===== config.mk =====
export PLATFORM = sky130hd
export DESIGN_NAME = fft_stage_scheduler
export DESIGN_NICKNAME = d
export VERILOG_FILES = /design/src/rtl/fft_stage_scheduler.sv
export SDC_FILE = /design/constraint.sdc
export NUM_CORES = 1
export LEC_CHECK = 0
export BUFFER_PORTS_ARGS = -buffer_cell sky130_fd_sc_hd__buf_2
export CAP_MARGIN = 10
export CELL_PAD_IN_SITES_DETAIL_PLACEMENT = 0
export CELL_PAD_IN_SITES_GLOBAL_PLACEMENT = 1
export CORE_ASPECT_RATIO = 1.25
export CORE_UTILIZATION = 32
export DETAILED_ROUTE_END_ITERATION = 8
export PLACE_DENSITY = 0.63
export REMOVE_ABC_BUFFERS = 1
export SETUP_SLACK_MARGIN = 0.4
export SYNTH_ARGS = -nofsm -noshare
export SYNTH_HDL_FRONTEND = slang
export SYNTH_SLANG_ARGS = --single-unit

===== constraint.sdc =====
create_clock -name clk -period 1.6 [get_ports clk]
set_input_delay 0.16 -clock clk [delete_from_list [all_inputs] [get_ports clk]]
set_output_delay 0.16 -clock clk [all_outputs]
set_load 0.01 [all_outputs]

===== src/rtl/fft_stage_scheduler.sv =====
// In-place radix-2 FFT stage sequencer: one butterfly read per cycle, writes mirrored PIPE_LAT later.
// Optional stall counter port enabled by defining FFT_SCHED_PERF_EN.
module fft_stage_scheduler #(
   parameter int unsigned N        = 8,
   parameter int unsigned PIPE_LAT = 3
) (
   input  logic                   clk,
   input  logic                   rst_n,
   input  logic                   start,
   input  logic                   hold,
   output logic                   rd_en,
   output logic [$clog2(N)-1:0]   rd_stage,
   output logic [$clog2(N)-2:0]   rd_level,
   output logic                   rd_bank,
   output logic                   wr_en,
   output logic [$clog2(N)-1:0]   wr_stage,
   output logic [$clog2(N)-2:0]   wr_level,
   output logic                   wr_bank,
   output logic                   busy,
   output logic                   done
`ifdef FFT_SCHED_PERF_EN
   ,
   output logic [15:0]            stall_cycles
`endif
);

   localparam int unsigned LOG2N = $clog2(N);
   localparam int unsigned STG_W = LOG2N;
   localparam int unsigned LVL_W = LOG2N - 1;
   localparam logic [STG_W-1:0] LAST_STAGE = STG_W'(LOG2N - 1);
   localparam logic [LVL_W-1:0] LAST_LEVEL = LVL_W'(N / 2 - 1);

   typedef enum logic [1:0] {IDLE, ISSUE, DRAIN, FINISH} state_t;

   state_t             state_q, state_d;
   logic [STG_W-1:0]   stage_q, stage_d;
   logic [LVL_W-1:0]   level_q, level_d;
   logic               rd_en_q, rd_en_d;
   logic [STG_W-1:0]   rd_stage_q, rd_stage_d;
   logic [LVL_W-1:0]   rd_level_q, rd_level_d;
   logic               rd_bank_q, rd_bank_d;
   logic               wr_bank_q, wr_bank_d;
   logic               busy_q, busy_d;
   logic               done_q, done_d;
   logic               issue;
   logic               pend;

   logic               sr_vld_q [PIPE_LAT];
   logic               sr_vld_d [PIPE_LAT];
   logic [STG_W-1:0]   sr_stg_q [PIPE_LAT];
   logic [STG_W-1:0]   sr_stg_d [PIPE_LAT];
   logic [LVL_W-1:0]   sr_lvl_q [PIPE_LAT];
   logic [LVL_W-1:0]   sr_lvl_d [PIPE_LAT];

   // Write-side delay line; idle slots carry a zero payload so IDLE shows clean outputs.
   always_comb begin
      sr_vld_d[0] = rd_en_q;
      sr_stg_d[0] = rd_en_q ? rd_stage_q : '0;
      sr_lvl_d[0] = rd_en_q ? rd_level_q : '0;
      for (int i = 1; i < int'(PIPE_LAT); i++) begin
         sr_vld_d[i] = sr_vld_q[i-1];
         sr_stg_d[i] = sr_stg_q[i-1];
         sr_lvl_d[i] = sr_lvl_q[i-1];
      end
      wr_bank_d = ~sr_stg_d[PIPE_LAT-1][0];
   end

   // Reads still in flight after this edge; the tail slot retires in the current cycle.
   always_comb begin
      pend = rd_en_q;
      for (int i = 0; i < int'(PIPE_LAT) - 1; i++) begin
         pend = pend | sr_vld_q[i];
      end
   end

   // Next-state and read-issue decision for the following cycle.
   always_comb begin
      state_d    = state_q;
      stage_d    = stage_q;
      level_d    = level_q;
      busy_d     = busy_q;
      done_d     = 1'b0;
      rd_en_d    = 1'b0;
      rd_stage_d = rd_stage_q;
      rd_level_d = rd_level_q;
      issue      = 1'b0;
      case (state_q)
         IDLE: begin
            rd_stage_d = '0;
            rd_level_d = '0;
            if (start) begin
               busy_d  = 1'b1;
               stage_d = '0;
               level_d = '0;
               state_d = ISSUE;
               issue   = ~hold;
            end
         end
         ISSUE: issue = ~hold;
         DRAIN: begin
            if (!pend) begin
               if (stage_q == LAST_STAGE) begin
                  state_d = FINISH;
                  done_d  = 1'b1;
               end else begin
                  stage_d = stage_q + STG_W'(1);
                  level_d = '0;
                  state_d = ISSUE;
                  issue   = ~hold;
               end
            end
         end
         FINISH: begin
            state_d    = IDLE;
            busy_d     = 1'b0;
            rd_stage_d = '0;
            rd_level_d = '0;
         end
         default: state_d = IDLE;
      endcase
      if (issue) begin
         rd_en_d    = 1'b1;
         rd_stage_d = stage_d;
         rd_level_d = level_d;
         if (level_d == LAST_LEVEL) begin
            state_d = DRAIN;
         end else begin
            level_d = level_d + LVL_W'(1);
         end
      end
      rd_bank_d = rd_stage_d[0];
   end

   always_ff @(posedge clk) begin
      if (!rst_n) begin
         state_q    <= IDLE;
         stage_q    <= '0;
         level_q    <= '0;
         rd_en_q    <= 1'b0;
         rd_stage_q <= '0;
         rd_level_q <= '0;
         rd_bank_q  <= 1'b0;
         wr_bank_q  <= 1'b1;
         busy_q     <= 1'b0;
         done_q     <= 1'b0;
         for (int i = 0; i < int'(PIPE_LAT); i++) begin
            sr_vld_q[i] <= 1'b0;
            sr_stg_q[i] <= '0;
            sr_lvl_q[i] <= '0;
         end
      end else begin
         state_q    <= state_d;
         stage_q    <= stage_d;
         level_q    <= level_d;
         rd_en_q    <= rd_en_d;
         rd_stage_q <= rd_stage_d;
         rd_level_q <= rd_level_d;
         rd_bank_q  <= rd_bank_d;
         wr_bank_q  <= wr_bank_d;
         busy_q     <= busy_d;
         done_q     <= done_d;
         for (int i = 0; i < int'(PIPE_LAT); i++) begin
            sr_vld_q[i] <= sr_vld_d[i];
            sr_stg_q[i] <= sr_stg_d[i];
            sr_lvl_q[i] <= sr_lvl_d[i];
         end
      end
   end

   assign rd_en    = rd_en_q;
   assign rd_stage = rd_stage_q;
   assign rd_level = rd_level_q;
   assign rd_bank  = rd_bank_q;
   assign wr_en    = sr_vld_q[PIPE_LAT-1];
   assign wr_stage = sr_stg_q[PIPE_LAT-1];
   assign wr_level = sr_lvl_q[PIPE_LAT-1];
   assign wr_bank  = wr_bank_q;
   assign busy     = busy_q;
   assign done     = done_q;

`ifdef FFT_SCHED_PERF_EN
   logic [15:0] stall_q, stall_d;

   // Counts busy cycles without a read, excluding the done cycle; saturates.
   always_comb begin
      stall_d = stall_q;
      if (state_q == IDLE && start) begin
         stall_d = '0;
      end else if (busy_q && !rd_en_q && !done_q && stall_q != 16'hFFFF) begin
         stall_d = stall_q + 16'd1;
      end
   end

   always_ff @(posedge clk) begin
      if (!rst_n) begin
         stall_q <= '0;
      end else begin
         stall_q <= stall_d;
      end
   end

   assign stall_cycles = stall_q;
`endif

endmodule


==> impl_metrics.ini <==
[sta]
worstMarginPinSlew_ns = 0.297
rsz0062_at_grt = yes
hold_violations = 0
min_period_over_period = 0.978
fin_crit_ns = 1.56
slew_headroom = 0.802
clock.fmax_mhz = 639
holdWs_ns = 0.186
finalSetupViolations = 0
clock_skew_ns = 0.00973
drv_slew = 0

[route]
drtIter0Drc = 44
firstDrtPassIters = 4
vias_per_cell = 4.88
drt_wl_total_um = 3410
wl_per_cell_um = 13.9
ant_nets = 0
drcViolationCount = 0
num_vias = 1196

[layout]
antenna_cells = 0
layout-drive-gt1-share = 0.513
stdcell_count = 245
syn2layout_area_growth_pct = 45.7
final_core_util = 0.491
final_net_count = 199
final_cell_area_sq_mm = 0.00203

[synthesis]
synth-seq-cells = 34
synth_edf_count = 0
syn-cell-area_sq_mm = 0.00139
synth_seq_area_share = 0.489
synthFlopType = dfxtp_1
yosys_warnings = 0
synthArstFlopShare = 0
netlist_instances = 138
synth.distinct_cells = 43
avgSynthCellArea_sq_um = 10.1

[critical_path]
crit_path_cell_trace = inv_4 -> ha_4 -> mux2i_4 -> a211oi_4 -> a211oi_2 -> a41o_1
critPathCaptureType = flop
worstPathArrival_ns = 1.75
cp-startpoint = state_q[1]$_SDFF_PN0_
crit_family = compound AO/OA/AOI/OAI gates
r2r_slack_ns = 0.04
worstPathMaxFanout = 5
crit_buf_inv = 1
rr_worst_depth = 6
crit_type = flop to flop
cp.required_ns = 1.79
crit_end = rd_stage[0]$_SDFFE_PN0P_
start_kind = flop
slowest_delay_ns = 0.39
reg2reg_to = rd_stage[0]$_SDFFE_PN0P_
crit_slowest_cell = dfxtp_4
r2r_start = state_q[1]$_SDFF_PN0_
path_depth = 6

[global_routing]
grt_pass1_wl_um = 5350
antenna_found_initial = 0
grt_max_degree = 15
grt_use_total = 0.162
grt_pass1_vias = 1141
grt.overflow.total = 0

[power_and_ir_drop]
power_density_mw_per_mm2 = 897
p_total_uw = 1820
p_leak_uw = 0.000886
ir_drop_v = 0.000370

[floorplan]
ios = 20
fp.dieH_um = 75.7
core_area_sq_mm = 0.00413
initial_utilization = 0.337
rows = 26
die_area_sq_mm = 0.00462
die_w_um = 61.0

[worst_hold_path]
hp-class = input pin to flop

[clock_tree]
cts_root_buf = clkbuf_8
cts_made_buffers = 5
cts_buffer_depth = 2
clkSinkCount = 34
cts_tree = built
clkTransAtPathRegs_ns = 0.07
htreeDepth = 2
clk_latency_ns = 0.29
cts_hold_buf = 0

[placed_design]
place.gp.congestion = 0.840
placed_cell_area_sq_mm = 0.00167
port_buffers = 19
hpwlAfterDp_um = 2230
dp_cells = 226

[run_status]
status = finished clean

[run]
max-cap-violations = 0
==> cell usage after synthesis (3+ instances only) <==
| cell type | count | area (sq um) |
|---|---|---|
| nand2_1 | 9 | 33.8 |
| nand3_1 | 8 | 40.0 |
| a31oi_1 | 3 | 18.8 |
| clkbuf_1 | 4 | 15.0 |
| and3_2 | 5 | 37.5 |
| ha_1 | 7 | 87.6 |
| inv_1 | 6 | 22.5 |
| and2_1 | 14 | 87.6 |
| nor2_1 | 3 | 11.3 |
| dfxtp_1 | 34 | 681 |
| o21ai_0 | 4 | 20.0 |
==> placed cells by master (no fill, tap or decap), types with 2 or more instances in the layout <==
cell type and count:
o21ai_0 2, nor2b_4 2, inv_1 4, nand2b_1 2, nor3_1 2, nand3_1 7
and3_2 5, nand2_1 6, a31oi_1 2, buf_2 19, ha_4 2, nor2_1 3
inv_4 2, clkbuf_8 6, nand2_2 3, a21oi_1 2, a211oi_2 3, ha_2 4
a22o_1 2, dfxtp_2 3, buf_6 6, and2_1 13, buf_4 24, dfxtp_1 30
a21o_1 2
==> registers in the layout (all words and copies together) (netlist names) <==
register,flops
state_q,2
level_q,2
sr_stg_q,9
rd_stage,3
stage_q,3
sr_vld_q,3
rd_en,1
busy,1
sr_lvl_q,6
done,1
rd_level,2
wr_bank,1
==> through the flow <==
step	setup TNS, ns	setup WS [ns]
after floorplan	-0.448	-0.149
after global placement	-0.0102	-0.0102
after detailed placement	-0.241	-0.0707
after CTS	0	0.0294
after global routing	0	0.00188
final	0	0.0351
==> logic make-up (layout without fill, tap and decap cells) <==
group | count (synthesis) | in the layout | synth area share
simple gates | 55 | 55 | 0.228
flops | 34 | 34 | 0.489
fa+ha+maj | 7 | 7 | 0.0629
mux | 3 | 3 | 0.0243
compound gates | 27 | 27 | 0.155
buf+inv | 12 | 63 | 0.0405
==> final cells by class <==
cell class / count / area [sq um]
inverters: 6 / 27.5
flip-flops and latches: 34 / 688
fillers: 401 / 2100
well taps: 56 / 70.1
multi-input cells: 92 / 807
repair buffers: 49 / 343
clock buffers: 7 / 86.3
clock inverters: 1 / 5.00
==> report_power, final <==
group	total [uW]	internal (uW)	switching (uW)
registers	874	859	15.1
clock network	655	347	308
logic	290	151	139
==> routing by layer <==
metal / GRT usage / vias to the layer above / share of wire
met5: 0 / - / 0
li1: - / 584 / -
met2: 0.294 / 34 / 0.53
met4: 0.0606 / 0 / 0.014
met3: 0.0424 / 6 / 0.037
met1: 0.179 / 572 / 0.42
==> worst min path at each step <==
stage          slack (ns)  depth (start not counted)                        end                      start
4_1_cts              0.18                          2  sr_vld_q[0][2]$_SDFF_PN0_                      rst_n
6_report             0.19                          2  sr_vld_q[0][2]$_SDFF_PN0_                      rst_n
3_3_place_gp         0.41                          1  sr_stg_q[0][7]$_SDFF_PN0_  sr_stg_q[0][4]$_SDFF_PN0_
5_1_grt              0.20                          2  sr_vld_q[0][1]$_SDFF_PN0_                      rst_n
2_1_floorplan        0.28                          1      state_q[1]$_SDFF_PN0_                      rst_n
3_5_place_dp         0.42                          1  sr_stg_q[0][3]$_SDFF_PN0_  sr_stg_q[0][0]$_SDFF_PN0_
==> repair_timing <==
action                                  CTS  global route
buffers inserted                          7             4
hold endpoints to repair                  0             0
cloned                                    0             0
endpoints found under the setup margin   15            14
pin swaps                                11            15
resized for setup                        32            16
No activity file was read; power rests on OpenSTA's default activity.
